File: config.mk
export PLATFORM = sky130hd
export DESIGN_NAME = riscv_multicycle_controller
export DESIGN_NICKNAME = d
export VERILOG_FILES = /design/src/rtl/riscv_multicycle_controller.sv
export SDC_FILE = /design/constraint.sdc
export NUM_CORES = 1
export LEC_CHECK = 0
export CAP_MARGIN = 20
export CORE_MARGIN = 1
export CORE_UTILIZATION = 40
export DETAILED_ROUTE_END_ITERATION = 7
export DONT_BUFFER_PORTS = 1
export HOLD_SLACK_MARGIN = 0.03
export PLACE_DENSITY_LB_ADDON = 0.3
export SLEW_MARGIN = 20
export SYNTH_ARGS = -nofsm -noshare
export SYNTH_HDL_FRONTEND = slang
export SYNTH_SLANG_ARGS = --single-unit
File: constraint.sdc
create_clock -name clk -period 1.9 [get_ports clk]
set_input_delay 0.095 -clock clk [delete_from_list [all_inputs] [get_ports clk]]
set_output_delay 0.095 -clock clk [all_outputs]
set_load 0.03 [all_outputs]
File: src/rtl/riscv_multicycle_controller.sv
// riscv_multicycle_controller
//   Multicycle RV32I control unit. A Moore FSM sequences
//   fetch/decode/execute/memory/writeback over a shared memory, and it stalls
//   on the memory ready handshake. Combinational logic decodes the immediate
//   format and the ALU operation and resolves branches from the ALU flags.
//
// Parameters
//   ALUCTRL_W    alucontrol width: 4 = full code set, 3 = add/sub/and/or/slt only
//   BRANCH_FULL  1: all six branch conditions, 0: beq only (funct3 ignored)
//
// Optional feature
//   CTRL_ILLEGAL_TRAP_EN  defined: an illegal op or funct sends the FSM to TRAP.
//                         TRAP holds illegal=1 with all strobes low until reset.
//                         undefined: an illegal instruction is retired as a nop
//                         (back to FETCH), and illegal is tied 0.
//
// Ports
//   clk, reset_n            clock (rising edge), asynchronous active-low reset
//   op, funct3, f7b5        instruction fields instr[6:0], instr[14:12], instr[30]
//   zero, lt, ltu           ALU flags: result==0, signed a<b, unsigned a<b
//   mem_ready               memory completes the pending access this cycle
//   mem_req, memwrite       memory request and store strobe
//   adrsrc                  memory address select (0 PC, 1 ALUOut)
//   irwrite, pcwrite        instruction register and PC write enables
//   regwrite                register-file write enable
//   resultsrc               00 ALUOut, 01 Data, 10 ALUResult
//   alusrca, alusrcb        A: 00 PC, 01 OldPC, 10 rd1, 11 zero / B: 00 rd2, 01 imm, 10 const 4
//   immsrc                  000 I, 001 S, 010 B, 011 J, 100 U
//   alucontrol              ALU operation code
//   illegal                 trap flag
//   state_o                 current FSM state (debug)
module riscv_multicycle_controller #(
    parameter int ALUCTRL_W   = 4,
    parameter int BRANCH_FULL = 1
) (
    input  logic                 clk,
    input  logic                 reset_n,
    input  logic [6:0]           op,
    input  logic [2:0]           funct3,
    input  logic                 f7b5,
    input  logic                 zero,
    input  logic                 lt,
    input  logic                 ltu,
    input  logic                 mem_ready,
    output logic                 mem_req,
    output logic                 memwrite,
    output logic                 adrsrc,
    output logic                 irwrite,
    output logic                 pcwrite,
    output logic                 regwrite,
    output logic [1:0]           resultsrc,
    output logic [1:0]           alusrca,
    output logic [1:0]           alusrcb,
    output logic [2:0]           immsrc,
    output logic [ALUCTRL_W-1:0] alucontrol,
    output logic                 illegal,
    output logic [3:0]           state_o
);

    typedef enum logic [3:0] {
        S_FETCH  = 4'd0,  S_DECODE = 4'd1,  S_MEMADR = 4'd2,  S_MEMRD = 4'd3,
        S_MEMWB  = 4'd4,  S_MEMWR  = 4'd5,  S_EXR    = 4'd6,  S_EXI   = 4'd7,
        S_ALUWB  = 4'd8,  S_BR     = 4'd9,  S_JAL    = 4'd10, S_LUI   = 4'd11,
        S_TRAP   = 4'd12
    } state_t;

    localparam logic [6:0] OP_LOAD  = 7'b0000011;
    localparam logic [6:0] OP_STORE = 7'b0100011;
    localparam logic [6:0] OP_R     = 7'b0110011;
    localparam logic [6:0] OP_I     = 7'b0010011;
    localparam logic [6:0] OP_BR    = 7'b1100011;
    localparam logic [6:0] OP_JAL   = 7'b1101111;
    localparam logic [6:0] OP_JALR  = 7'b1100111;
    localparam logic [6:0] OP_LUI   = 7'b0110111;
    localparam logic [6:0] OP_AUIPC = 7'b0010111;

    localparam logic [3:0] ALU_ADD  = 4'd0;
    localparam logic [3:0] ALU_SUB  = 4'd1;
    localparam logic [3:0] ALU_AND  = 4'd2;
    localparam logic [3:0] ALU_OR   = 4'd3;
    localparam logic [3:0] ALU_XOR  = 4'd4;
    localparam logic [3:0] ALU_SLT  = 4'd5;
    localparam logic [3:0] ALU_SLTU = 4'd6;
    localparam logic [3:0] ALU_SLL  = 4'd7;
    localparam logic [3:0] ALU_SRL  = 4'd8;
    localparam logic [3:0] ALU_SRA  = 4'd9;

`ifdef CTRL_ILLEGAL_TRAP_EN
    localparam state_t ILL_NEXT = S_TRAP;
`else
    localparam state_t ILL_NEXT = S_FETCH;
`endif

    // Full-width ALU code for an aluop; only R-type (op[5]=1) turns funct3=000 into sub.
    function automatic logic [3:0] alu_code(input logic [1:0] aluop, input logic [2:0] f3,
                                            input logic b5, input logic op5);
        logic [3:0] code;
        code = ALU_ADD;
        if (aluop == 2'b01) begin
            code = ALU_SUB;
        end else if (aluop == 2'b10) begin
            case (f3)
                3'b000:  code = (b5 && op5) ? ALU_SUB : ALU_ADD;
                3'b001:  code = ALU_SLL;
                3'b010:  code = ALU_SLT;
                3'b011:  code = ALU_SLTU;
                3'b100:  code = ALU_XOR;
                3'b101:  code = b5 ? ALU_SRA : ALU_SRL;
                3'b110:  code = ALU_OR;
                default: code = ALU_AND;
            endcase
        end
        return code;
    endfunction

    // The narrow ALU only implements the first five operations.
    function automatic logic code_legal(input logic [3:0] code);
        if (ALUCTRL_W >= 4) return 1'b1;
        return code inside {ALU_ADD, ALU_SUB, ALU_AND, ALU_OR, ALU_SLT};
    endfunction

    state_t     state_q, state_d;
    logic [1:0] aluop;
    logic       pcupdate, branch, taken, funct_illegal;
    logic [3:0] alu_full, alu_sel;

    always_ff @(posedge clk or negedge reset_n) begin
        if (!reset_n) state_q <= S_FETCH;
        else          state_q <= state_d;
    end

    // Illegal funct is judged at DECODE so the FSM never enters EXR/EXI with it.
    always_comb begin
        funct_illegal = ((op == OP_R) || (op == OP_I)) &&
                        !code_legal(alu_code(2'b10, funct3, f7b5, op[5]));
    end

    always_comb begin
        state_d   = state_q;
        mem_req   = 1'b0;
        memwrite  = 1'b0;
        adrsrc    = 1'b0;
        irwrite   = 1'b0;
        regwrite  = 1'b0;
        resultsrc = 2'b00;
        alusrca   = 2'b00;
        alusrcb   = 2'b00;
        aluop     = 2'b00;
        pcupdate  = 1'b0;
        branch    = 1'b0;
        case (state_q)
            S_FETCH: begin
                mem_req   = 1'b1;
                alusrcb   = 2'b10;
                resultsrc = 2'b10;
                if (mem_ready) begin
                    irwrite  = 1'b1;
                    pcupdate = 1'b1;
                    state_d  = S_DECODE;
                end
            end
            S_DECODE: begin
                alusrca = 2'b01;
                alusrcb = 2'b01;
                case (op)
                    OP_LOAD, OP_STORE: state_d = S_MEMADR;
                    OP_R:              state_d = funct_illegal ? ILL_NEXT : S_EXR;
                    OP_I:              state_d = funct_illegal ? ILL_NEXT : S_EXI;
                    OP_BR:             state_d = S_BR;
                    OP_JAL:            state_d = S_JAL;
                    OP_LUI:            state_d = S_LUI;
                    default:           state_d = ILL_NEXT;
                endcase
            end
            S_MEMADR: begin
                alusrca = 2'b10;
                alusrcb = 2'b01;
                state_d = op[5] ? S_MEMWR : S_MEMRD;
            end
            S_MEMRD: begin
                mem_req = 1'b1;
                adrsrc  = 1'b1;
                if (mem_ready) state_d = S_MEMWB;
            end
            S_MEMWB: begin
                resultsrc = 2'b01;
                regwrite  = 1'b1;
                state_d   = S_FETCH;
            end
            S_MEMWR: begin
                mem_req  = 1'b1;
                memwrite = 1'b1;
                adrsrc   = 1'b1;
                if (mem_ready) state_d = S_FETCH;
            end
            S_EXR: begin
                alusrca = 2'b10;
                aluop   = 2'b10;
                state_d = S_ALUWB;
            end
            S_EXI: begin
                alusrca = 2'b10;
                alusrcb = 2'b01;
                aluop   = 2'b10;
                state_d = S_ALUWB;
            end
            S_ALUWB: begin
                regwrite = 1'b1;
                state_d  = S_FETCH;
            end
            S_BR: begin
                alusrca = 2'b10;
                aluop   = 2'b01;
                branch  = 1'b1;
                state_d = S_FETCH;
            end
            S_JAL: begin
                alusrca  = 2'b01;
                alusrcb  = 2'b10;
                pcupdate = 1'b1;
                state_d  = S_ALUWB;
            end
            S_LUI: begin
                alusrca = 2'b11;
                alusrcb = 2'b01;
                state_d = S_ALUWB;
            end
`ifdef CTRL_ILLEGAL_TRAP_EN
            S_TRAP: state_d = S_TRAP;
`endif
            default: state_d = S_FETCH;
        endcase
        // The state register is already FETCH during reset, but FETCH drives
        // mem_req; everything is forced quiet until reset_n rises.
        if (!reset_n) begin
            mem_req   = 1'b0;
            memwrite  = 1'b0;
            adrsrc    = 1'b0;
            irwrite   = 1'b0;
            regwrite  = 1'b0;
            resultsrc = 2'b00;
            alusrca   = 2'b00;
            alusrcb   = 2'b00;
            aluop     = 2'b00;
            pcupdate  = 1'b0;
            branch    = 1'b0;
        end
    end

    always_comb begin
        if (BRANCH_FULL != 0) begin
            case (funct3)
                3'b000:  taken = zero;
                3'b001:  taken = !zero;
                3'b100:  taken = lt;
                3'b101:  taken = !lt;
                3'b110:  taken = ltu;
                3'b111:  taken = !ltu;
                default: taken = 1'b0;
            endcase
        end else begin
            taken = zero;
        end
    end

    always_comb begin
        immsrc = 3'b000;
        if (reset_n) begin
            case (op)
                OP_STORE:         immsrc = 3'b001;
                OP_BR:            immsrc = 3'b010;
                OP_JAL:           immsrc = 3'b011;
                OP_LUI, OP_AUIPC: immsrc = 3'b100;
                OP_JALR:          immsrc = 3'b000;
                default:          immsrc = 3'b000;
            endcase
        end
    end

    always_comb begin
        alu_full = alu_code(aluop, funct3, f7b5, op[5]);
        alu_sel  = code_legal(alu_full) ? alu_full : ALU_ADD;
    end

    assign alucontrol = alu_sel[ALUCTRL_W-1:0];
    assign pcwrite    = pcupdate | (branch & taken);
    assign state_o    = state_q;

`ifdef CTRL_ILLEGAL_TRAP_EN
    assign illegal = reset_n & (state_q == S_TRAP);
`else
    assign illegal = 1'b0;
`endif

endmodule

==> results.sh, run 1 <==
export IMPL_unrepaired_setup_endpoints_after_global_routing="no"
export IMPL_totalWireLength_mm=2.110
export IMPL_power_density_nw_per_um2=760.0
export IMPL_leakagePower_nw=0.4096
export IMPL_power_total_uw=727.5
export IMPL_cts_sinks=4
export IMPL_crit_chain="buf_4, nand2_1, a211oi_1, o21a_1"
export IMPL_power_frac_clock=0.151
export IMPL_grt_start_max_net_pins=17
export IMPL_nNetsFinal=150
export IMPL_yosys_area_top_type_share=0.1214
export IMPL_globalplace_congestion=0.8987
export IMPL_cp_arrival_ns=1.70
export IMPL_min_delay_path_depth=2
export IMPL_detail_route_drc_violations=0
export IMPL_cts_buffer_count=3
export IMPL_netlist_instances=120
export IMPL_commonest_cells_in_the_netlist="sky130_fd_sc_hd__nor2_1, sky130_fd_sc_hd__nand2_1, sky130_fd_sc_hd__a21oi_1, sky130_fd_sc_hd__nor3_1, sky130_fd_sc_hd__nor2b_1"
export IMPL_number_of_nets_in_the_synthesized_netlist=137
export IMPL_totalNegativeSetupSlack_ns=0
export IMPL_vias_per_cell=5.696
export IMPL_final_setup_viol_count=0
export IMPL_synth_async_sr_flop_share=1.000
export IMPL_port_buffer_count=0
export IMPL_dp_cells=153
export IMPL_clock_latency_ns=0.24
export IMPL_synth_sequential_area_ratio=0.1214
export IMPL_max_freq_mhz=557.8
export IMPL_worst_pin_slew_ns=0.5420
export IMPL_grt_overflow_total=0
export IMPL_hold_fix_buffers_cts=2
export IMPL_die_h_um=47.40
export IMPL_cts_tree="yes"
export IMPL_worst_reg2reg_path_length_in_cells=3
export IMPL_p_switching_uw=365.7
export IMPL_worst_ep_required_time_ns=1.80
export IMPL_syn_to_final_growth_pct=16.08
export IMPL_synth_enable_flop_cells=0
export IMPL_crit_path_start_kind="flip-flop"
export IMPL_run_status="finished clean"
export IMPL_max_stage_delay_ns=0.53
export IMPL_cts_setup_buffers=0
export IMPL_peakVddDrop_v=0.0003743
export IMPL_first_global_vias=709
export IMPL_grt_first_pass_wirelength_mm=3.056
export IMPL_grt_resource_usage_total=0.1967
export IMPL_critical_path_max_fanout=12
export IMPL_ys_dominant_reg_cell="sky130_fd_sc_hd__dfrtp_1"
export IMPL_n_antenna_cell=0
export IMPL_largest_register_ffs=4
export IMPL_drive_above_1_share=0.2214
export IMPL_cts_resized=0
export IMPL_switching_part_of_the_total_power=0.5027
export IMPL_p_int_uw=361.8
export IMPL_hold_viol=0
export IMPL_skew_ns=0.007531
export IMPL_design_die_area_um2=2247
export IMPL_placement_rows=16
export IMPL_stdcell_count=158
export IMPL_slowest_stage="sky130_fd_sc_hd__dfrtp_1"
export IMPL_post_synth_cell_area_avg_um2=6.871
export IMPL_max_cap_violations=0
export IMPL_floorplan_initialDensity=0.4246
export IMPL_fin_crit_ns=1.793
export IMPL_synth_cell_area_um2=824.5
export IMPL_core_region_area_um2=1942
export IMPL_dr_pass1_iters=5
export IMPL_worst_setup_hold_path_clk_slew_ns=0.04
export IMPL_finalCritPeriodShare=0.9435
export IMPL_die_width_um=47.40
export IMPL_synthDominantAreaCellType="sky130_fd_sc_hd__dfrtp_1"
export IMPL_dp_hpwl_mm=1.585
export IMPL_power_combinational_fraction=0.678
export IMPL_synth_ff_latch_count=4
export IMPL_vias=900
export IMPL_htree_levels=1
export IMPL_antenna_found_initial=0
export IMPL_slew_violations=0
export IMPL_first_iter_violations=13
export IMPL_cts_root_to_sink_buffers=2
export IMPL_synth_top_cells_by_area="sky130_fd_sc_hd__dfrtp_1, sky130_fd_sc_hd__a21oi_1, sky130_fd_sc_hd__nor3_1"
export IMPL_share_seq_of_total_power=0.172
export IMPL_endpoint_kind="primary output"
export IMPL_yosysUniqueCellTypes=45
export IMPL_top_count_cell_post_synth="sky130_fd_sc_hd__nor2_1"
export IMPL_min_delay_path_class="input port to flip-flop"
export IMPL_floorplan_io_pins=41
export IMPL_wl_per_cell_um=13.35
export IMPL_critical_path_class="flip-flop to primary output"
export IMPL_clock_root_buffer="sky130_fd_sc_hd__clkbuf_4"
export IMPL_ant_nets=0
export IMPL_synth_yosys_warnings=0
export IMPL_max_slew_margin=0.6373
==> logic make-up after synthesis <==
group | Yosys count | synth area share
AOI/OAI and AO/OA | 28 | 0.2231
xor gates and xnor gates | 7 | 0.07436
buffers and inverters | 16 | 0.1320
DFF | 4 | 0.1214
muxes | 2 | 0.02428
other | 1 | 0.004548
and+or+nand+nor | 62 | 0.4204
==> cell type report <==
| cell class | count | area [um2] |
|---|---|---|
| fillers | 206 | 984.7 |
| multi-input cells | 100 | 626.9 |
| repair buffers | 21 | 162.7 |
| flip-flops and latches | 4 | 100.1 |
| well taps | 27 | 33.78 |
| clock buffers | 3 | 22.52 |
| inverters | 3 | 11.26 |
==> placed cells by master (no fill, tap or decap), drive strengths merged, types with 2 or more instances in the layout <==
master	instances
buf	19
nor2	12
nand2	10
a21oi	9
nor3	9
nor2b	7
nand2b	5
xnor2	5
o21ai	5
dfrtp	4
nor3b	4
inv	3
clkbuf	3
and3	3
nand4	2
mux2i	2
a21o	2
xor2	2
and4b	2
a31oi	2
dlygate4sd3	2
a211oi	2
==> critical path: cells and delay by family (launching register included) <==
family	cells	cell delay [ns]
AO/OA/AOI/OAI	2	0.56
flip-flops	1	0.53
buffers and inverters	1	0.27
AND/OR/NAND/NOR	1	0.09
==> worst paths after layout <==
kind,startpoint,endpoint,slack (ns)
worst min register to register,state_o[1],state_o[3],0.79
worst min-delay path,op[2],state_o[2],0.08
worst max-delay path,state_o[1],alusrcb[0],0.11
min in group asynchronous,reset_n,state_o[0],0.13
max in group asynchronous,reset_n,state_o[2],1.59
worst max register to register,state_o[2],state_o[2],0.36
==> power by group through the flow <==
stage               clock network (mW)  logic, mW  registers, mW
detailed placement                   0      0.485          0.126
floorplan                            0      0.381          0.149
global route                     0.118      0.533          0.128
finish                           0.110      0.493          0.125
global placement                     0      0.479          0.125
CTS                              0.110      0.492          0.125
==> through the flow <==
step | cell area [um2] | worst slack, ns | hold slack, ns | utilization
2_1_floorplan | 835.8 | 0.01533 | -0.2006 | -
3_3_place_gp | 914.6 | 0.3506 | -0.2004 | 0.4710
3_5_place_dp | 914.6 | 0.3670 | -0.2004 | 0.4710
4_1_cts | 957.2 | 0.1072 | 0.07680 | 0.4929
5_1_grt | 957.2 | 0.003192 | 0.07998 | 0.4929
6_report | 957.2 | 0.1073 | 0.07735 | 0.4929
==> per-layer routing <==
metal / routed length [um] / global-route usage / vias to the layer above
li1: - / - / 445
met4: 42 / 0.08571 / 0
met1: 899 / 0.2156 / 411
met5: 0 / 0 / -
met2: 1059 / 0.3589 / 37
met3: 109 / 0.04231 / 7
(Power assumes the default switching activity.)
==> inputs of run 2 (changes only) <==
--- a/config.mk
+++ b/config.mk
@@ -12,6 +12,7 @@
 export DONT_BUFFER_PORTS = 1
 export HOLD_SLACK_MARGIN = 0.03
 export PLACE_DENSITY_LB_ADDON = 0.3
+export SETUP_SLACK_MARGIN = 0.3
 export SLEW_MARGIN = 20
 export SYNTH_ARGS = -nofsm -noshare
 export SYNTH_HDL_FRONTEND = slang
==> results.sh, run 2 (synthesis results as in run 1) <==
export IMPL_totalWireLength_mm=2.350
export IMPL_share_seq_of_total_power=0.150
export IMPL_globalplace_congestion=0.8604
export IMPL_antenna_found_initial=0
export IMPL_largest_register_ffs=4
export IMPL_unrepaired_setup_endpoints_after_global_routing="yes"
export IMPL_slew_violations=0
export IMPL_dr_pass1_iters=4
export IMPL_design_die_area_um2=2247
export IMPL_hold_start="op[3]"
export IMPL_hold_path_endpoint="state_o[0]"
export IMPL_dp_hpwl_mm=1.594
export IMPL_htree_levels=1
export IMPL_critical_path_max_fanout=5
export IMPL_placement_rows=16
export IMPL_detail_route_drc_violations=0
export IMPL_hold_viol=0
export IMPL_grt_first_pass_wirelength_mm=3.512
export IMPL_die_h_um=47.40
export IMPL_p_int_uw=418.4
export IMPL_power_frac_clock=0.151
export IMPL_worst_setup_hold_path_clk_slew_ns=0.05
export IMPL_final_design_area_no_fill_um2=1089
export IMPL_rr_startpoint="state_o[0]"
export IMPL_placed_area_um2=920.9
export IMPL_skew_ns=0.005121
export IMPL_clock_root_buffer="sky130_fd_sc_hd__clkbuf_4"
export IMPL_power_total_uw=823.7
export IMPL_n_antenna_cell=0
export IMPL_r2r_end="state_o[3]"
export IMPL_grt_overflow_total=0
export IMPL_peakVddDrop_v=0.0003542
export IMPL_ant_nets=0
export IMPL_run_status="finished clean"
export IMPL_leakagePower_nw=0.4639
export IMPL_hold_worst_slack_ns=0.02500
export IMPL_nNetsFinal=155
export IMPL_first_iter_violations=26
export IMPL_worst_ep_required_time_ns=1.80
export IMPL_p_switching_uw=405.3
export IMPL_floorplan_io_pins=41
export IMPL_cts_tree="yes"
export IMPL_cts_root_to_sink_buffers=2
export IMPL_vias_per_cell=5.677
export IMPL_floorplan_initialDensity=0.4246
export IMPL_cts_buffer_count=3
export IMPL_endpoint_kind="primary output"
export IMPL_max_cap_violations=0
export IMPL_worst_reg2reg_path_length_in_cells=6
export IMPL_syn_to_final_growth_pct=32.02
export IMPL_finalCritPeriodShare=0.8588
export IMPL_cts_sinks=4
export IMPL_first_global_vias=832
export IMPL_rrSetupSlack_ns=0.39
export IMPL_drive_above_1_share=0.3504
export IMPL_min_delay_path_depth=3
export IMPL_clock_latency_ns=0.25
export IMPL_grt_start_max_net_pins=15
export IMPL_mostFrequentLayoutCell="sky130_fd_sc_hd__buf_4"
export IMPL_power_density_nw_per_um2=756.7
export IMPL_wl_per_cell_um=14.33
export IMPL_critical_path_class="flip-flop to primary output"
export IMPL_vias=931
export IMPL_layout_cells_most_common_list="sky130_fd_sc_hd__buf_4, sky130_fd_sc_hd__nor2_1, sky130_fd_sc_hd__nand2_1"
export IMPL_grt_resource_usage_total=0.2231
export IMPL_cp_arrival_ns=1.54
export IMPL_core_region_area_um2=1942
export IMPL_totalNegativeSetupSlack_ns=0
export IMPL_switching_part_of_the_total_power=0.4921
export IMPL_max_freq_mhz=612.8
export IMPL_final_core_utilization=0.5606
export IMPL_fin_crit_ns=1.632
export IMPL_min_delay_path_class="input port to flip-flop"
export IMPL_die_width_um=47.40
export IMPL_max_slew_margin=0.6380
export IMPL_crit_path_start_kind="flip-flop"
export IMPL_port_buffer_count=0
export IMPL_final_setup_viol_count=0
export IMPL_worst_pin_slew_ns=0.5411
export IMPL_power_combinational_fraction=0.699
## run 2: cell count changes in the layout (fill, tap and decap cells not counted), sizes merged
cell and change:
buf +6, clkbuf +1, dlygate4sd3 -1
## run 2: layout make-up
| type | count | area, um2 |
|---|---|---|
| Fill cell | 183 | 853.3 |
| Multi-Input combinational cell | 100 | 695.7 |
| Timing Repair Buffer | 26 | 216.5 |
| Sequential cell | 4 | 105.1 |
| Tap cell | 27 | 33.78 |
| Clock buffer | 4 | 26.28 |
| Inverter | 3 | 11.26 |
## run 2: through the flow
step / instances / setup slack [ns]
floorplan: 120 / 0.2537
global placement: 148 / 0.3498
detailed placement: 148 / 0.3355
CTS: 163 / 0.2628
global route: 164 / 0.1975
finish: 164 / 0.2682
## run 2: layer usage
| layer | wire length [um] | vias to the layer above | track usage | part of all wire |
|---|---|---|---|---|
| met3 | 135 | 6 | 0.02692 | 0.057 |
| met5 | 0 | - | 0 | 0 |
| met2 | 1245 | 36 | 0.4219 | 0.53 |
| met4 | 34 | 0 | 0.1143 | 0.014 |
| met1 | 934 | 438 | 0.2379 | 0.40 |
| li1 | - | 451 | - | - |
## run 2: power groups by stage
| stage | Combinational [mW] | Clock [mW] | Sequential, mW |
|---|---|---|---|
| after detailed placement | 0.472 | 0 | 0.139 |
| after global placement | 0.467 | 0 | 0.137 |
| after global routing | 0.620 | 0.132 | 0.126 |
| after CTS | 0.556 | 0.122 | 0.122 |
| final | 0.576 | 0.125 | 0.123 |
| after floorplan | 0.404 | 0 | 0.149 |
## run 2: repair_timing
action | in CTS | in global routing
endpoints found under the setup margin | 10 | 9
pin swaps | 3 | 5
resized for setup | 12 | 3
buffers inserted | 10 | 1
hold endpoints to repair | 4 | 0
hold buffers | 1 | 0
## run 2: critical path: stages (launching register included)
cell                      delay (ns)
sky130_fd_sc_hd__dfrtp_2        0.43
sky130_fd_sc_hd__buf_6          0.14
sky130_fd_sc_hd__nor2b_1        0.12
sky130_fd_sc_hd__nor3_1         0.12
sky130_fd_sc_hd__a21oi_1        0.09
sky130_fd_sc_hd__nor3b_4        0.40
## run 2: worst max path at each step
stage	slack, ns	from	to
2_1_floorplan	0.25	state_o[0]	irwrite
3_3_place_gp	0.35	state_o[0]	state_o[3]
3_5_place_dp	0.34	state_o[0]	state_o[3]
4_1_cts	0.26	state_o[2]	mem_req
5_1_grt	0.20	state_o[2]	mem_req
6_report	0.27	state_o[2]	mem_req
==> inputs of run 3 (changes only) <==
--- a/config.mk
+++ b/config.mk
@@ -5,11 +5,14 @@
 export SDC_FILE = /design/constraint.sdc
 export NUM_CORES = 1
 export LEC_CHECK = 0
+export ABC_AREA = 1
 export CAP_MARGIN = 20
+export CORE_ASPECT_RATIO = 1.75
 export CORE_MARGIN = 1
-export CORE_UTILIZATION = 40
+export CORE_UTILIZATION = 30
 export DETAILED_ROUTE_END_ITERATION = 7
 export DONT_BUFFER_PORTS = 1
+export GPL_ROUTABILITY_DRIVEN = 0
 export HOLD_SLACK_MARGIN = 0.03
 export PLACE_DENSITY_LB_ADDON = 0.3
 export SETUP_SLACK_MARGIN = 0.3
==> results.sh, run 3 <==
export IMPL_run_status="finished clean"
export IMPL_dp_cells=186
export IMPL_power_frac_clock=0.194
export IMPL_worst_pin_slew_ns=0.6504
export IMPL_netlist_instances=147
export IMPL_synth_ff_latch_count=4
export IMPL_floorplan_initialDensity=0.3166
export IMPL_finalCritPeriodShare=0.8368
export IMPL_hold_worst_slack_ns=0.1157
export IMPL_critical_path_max_fanout=4
export IMPL_detail_route_drc_violations=0
export IMPL_grt_start_max_net_pins=14
export IMPL_synth_yosys_warnings=0
export IMPL_commonest_cells_in_the_netlist="sky130_fd_sc_hd__nand2_1, sky130_fd_sc_hd__inv_1, sky130_fd_sc_hd__nand3_1, sky130_fd_sc_hd__nor2_1, sky130_fd_sc_hd__a21oi_1"
export IMPL_worst_setup_hold_path_clk_slew_ns=0.03
export IMPL_final_setup_viol_count=0
export IMPL_fin_crit_ns=1.590
export IMPL_synth_cell_area_um2=779.5
export IMPL_yosys_area_top_type_share=0.1878
export IMPL_hold_viol=0
export IMPL_number_of_nets_in_the_synthesized_netlist=164
export IMPL_cts_root_to_sink_buffers=2
export IMPL_placement_rows=24
export IMPL_worst_reg2reg_path_length_in_cells=8
export IMPL_dr_pass1_iters=4
export IMPL_worst_ep_required_time_ns=1.80
export IMPL_cts_tree="yes"
export IMPL_first_iter_violations=21
export IMPL_final_core_utilization=0.4416
export IMPL_leakagePower_nw=0.5836
export IMPL_max_cap_violations=0
export IMPL_layout_cells_most_common_list="sky130_fd_sc_hd__nand2_1, sky130_fd_sc_hd__inv_1, sky130_fd_sc_hd__nand3_1, sky130_fd_sc_hd__buf_4, sky130_fd_sc_hd__nor2_1"
export IMPL_skew_ns=0.0005431
export IMPL_placed_area_um2=929.6
export IMPL_critical_path_class="flip-flop to primary output"
export IMPL_die_width_um=40.53
export IMPL_p_switching_uw=457.9
export IMPL_postLayoutSetupSlackWorst_ns=0.3101
export IMPL_grt_first_pass_wirelength_mm=3.525
export IMPL_cts_buffer_count=3
export IMPL_final_design_area_no_fill_um2=1087
export IMPL_synthDominantAreaCellType="sky130_fd_sc_hd__nand2_1"
export IMPL_largest_register_ffs=4
export IMPL_switching_part_of_the_total_power=0.5050
export IMPL_endpoint_kind="primary output"
export IMPL_power_density_nw_per_um2=833.9
export IMPL_peakVddDrop_v=0.0004908
export IMPL_vias_per_cell=4.918
export IMPL_nNetsFinal=189
export IMPL_post_place_ws_ns=0.4108
export IMPL_floorplan_io_pins=41
export IMPL_syn_to_final_growth_pct=39.49
export IMPL_mostFrequentLayoutCell="sky130_fd_sc_hd__nand2_1"
export IMPL_n_antenna_cell=0
export IMPL_grt_resource_usage_total=0.1712
export IMPL_hold_start="op[5]"
export IMPL_synth_sequential_area_ratio=0.1284
export IMPL_totalWireLength_mm=2.274
export IMPL_max_stage_delay_ns=0.50
export IMPL_min_delay_path_depth=4
export IMPL_p_int_uw=448.8
export IMPL_max_slew_margin=0.5677
export IMPL_clock_root_buffer="sky130_fd_sc_hd__clkbuf_8"
export IMPL_dp_hpwl_mm=1.866
export IMPL_filler_cell_count=273
export IMPL_first_global_vias=962
export IMPL_synth_top_cells_by_area="sky130_fd_sc_hd__nand2_1, sky130_fd_sc_hd__inv_1, sky130_fd_sc_hd__dfrtp_1"
export IMPL_rr_startpoint="state_o[3]"
export IMPL_slowest_stage="sky130_fd_sc_hd__dfrtp_2"
export IMPL_worst_path_dominant_cell_family="flip-flops"
export IMPL_antenna_found_initial=0
export IMPL_min_delay_path_class="input port to flip-flop"
export IMPL_cp_arrival_ns=1.49
export IMPL_die_h_um=69.43
export IMPL_crit_chain="nor2_4, inv_2, nor2_4, a21oi_2, a31oi_1, buf_4"
export IMPL_crit_path_start="state_o[3]"
export IMPL_grt_overflow_total=0
export IMPL_r2r_end="state_o[2]"
export IMPL_stdcell_count=196
export IMPL_unrepaired_setup_endpoints_after_global_routing="yes"
export IMPL_rrSetupSlack_ns=0.60
export IMPL_crit_path_start_kind="flip-flop"
export IMPL_port_buffer_count=0
export IMPL_top_count_cell_post_synth="sky130_fd_sc_hd__nand2_1"
export IMPL_post_synth_cell_area_avg_um2=5.303
export IMPL_core_region_area_um2=2462
export IMPL_synth_enable_flop_cells=0
export IMPL_synth_async_sr_flop_share=1.000
export IMPL_vias=964
export IMPL_ant_nets=0
export IMPL_power_total_uw=906.6
export IMPL_max_freq_mhz=629.0
export IMPL_design_die_area_um2=2814
export IMPL_drive_above_1_share=0.3529
export IMPL_share_seq_of_total_power=0.155
export IMPL_hold_path_endpoint="state_o[2]"
export IMPL_clock_latency_ns=0.21
export IMPL_timing_critical_path_mode_cell="sky130_fd_sc_hd__nor2_4"
export IMPL_power_combinational_fraction=0.651
export IMPL_yosysUniqueCellTypes=21
export IMPL_wl_per_cell_um=11.60
export IMPL_worst_path_buf_inv=2
export IMPL_ys_dominant_reg_cell="sky130_fd_sc_hd__dfrtp_1"
export IMPL_totalNegativeSetupSlack_ns=0
export IMPL_cts_sinks=4
export IMPL_slew_violations=0
export IMPL_htree_levels=1
==> run 3: layout make-up <==
cell class	instances	area, um2	area share
multi-input cells	108	601.8	0.5535
repair buffers	22	183.9	0.1692
inverters	33	123.9	0.1139
flip-flops and latches	4	103.9	0.09551
clock buffers	3	41.29	0.03797
well taps	26	32.53	0.02992
==> run 3: worst max path at each step <==
| stage | end | depth (start not counted) |
|---|---|---|
| after floorplan | alucontrol[1] | 6 |
| after global placement | alusrcb[0] | 5 |
| after detailed placement | alusrcb[0] | 5 |
| after CTS | alusrcb[0] | 5 |
| after global routing | alusrca[1] | 6 |
| final | alusrca[1] | 6 |
==> run 3: repair_timing <==
item	CTS	global route
pin swaps	4	7
resized for setup	9	7
setup buffers	3	3
hold endpoints to repair	4	0
hold buffers	1	0
setup endpoints to repair	6	12
==> run 3: layer usage <==
metal  global-route usage  up-vias  wire length [um]
met5                    0        -                 0
met4              0.04444        0                 0
met3             0.003205        0               108
met2               0.3598       31              1448
met1               0.1440      433               717
li1                     -      500                 -
==> run 3: cells by family after synthesis <==
group	synth area share
buffers and inverters	0.1750
flip-flops	0.1284
AO/OA/AOI/OAI	0.1075
XOR/XNOR	0.01124
AND/OR/NAND/NOR	0.5730
other	0.004811
==> run 3: worst register-to-register path, delay by kind of cell, from the launching register on <==
family	cells	cell delay [ns]
and+or+nand+nor	6	0.55
DFF	1	0.50
buffers and inverters	2	0.20
==> run 3: power groups by stage <==
stage	Sequential (mW)	Clock, mW	Combinational (mW)
2_1_floorplan	0.156	0	0.358
3_3_place_gp	0.136	0	0.495
3_5_place_dp	0.137	0	0.499
4_1_cts	0.142	0.180	0.553
5_1_grt	0.144	0.182	0.636
6_report	0.141	0.176	0.590
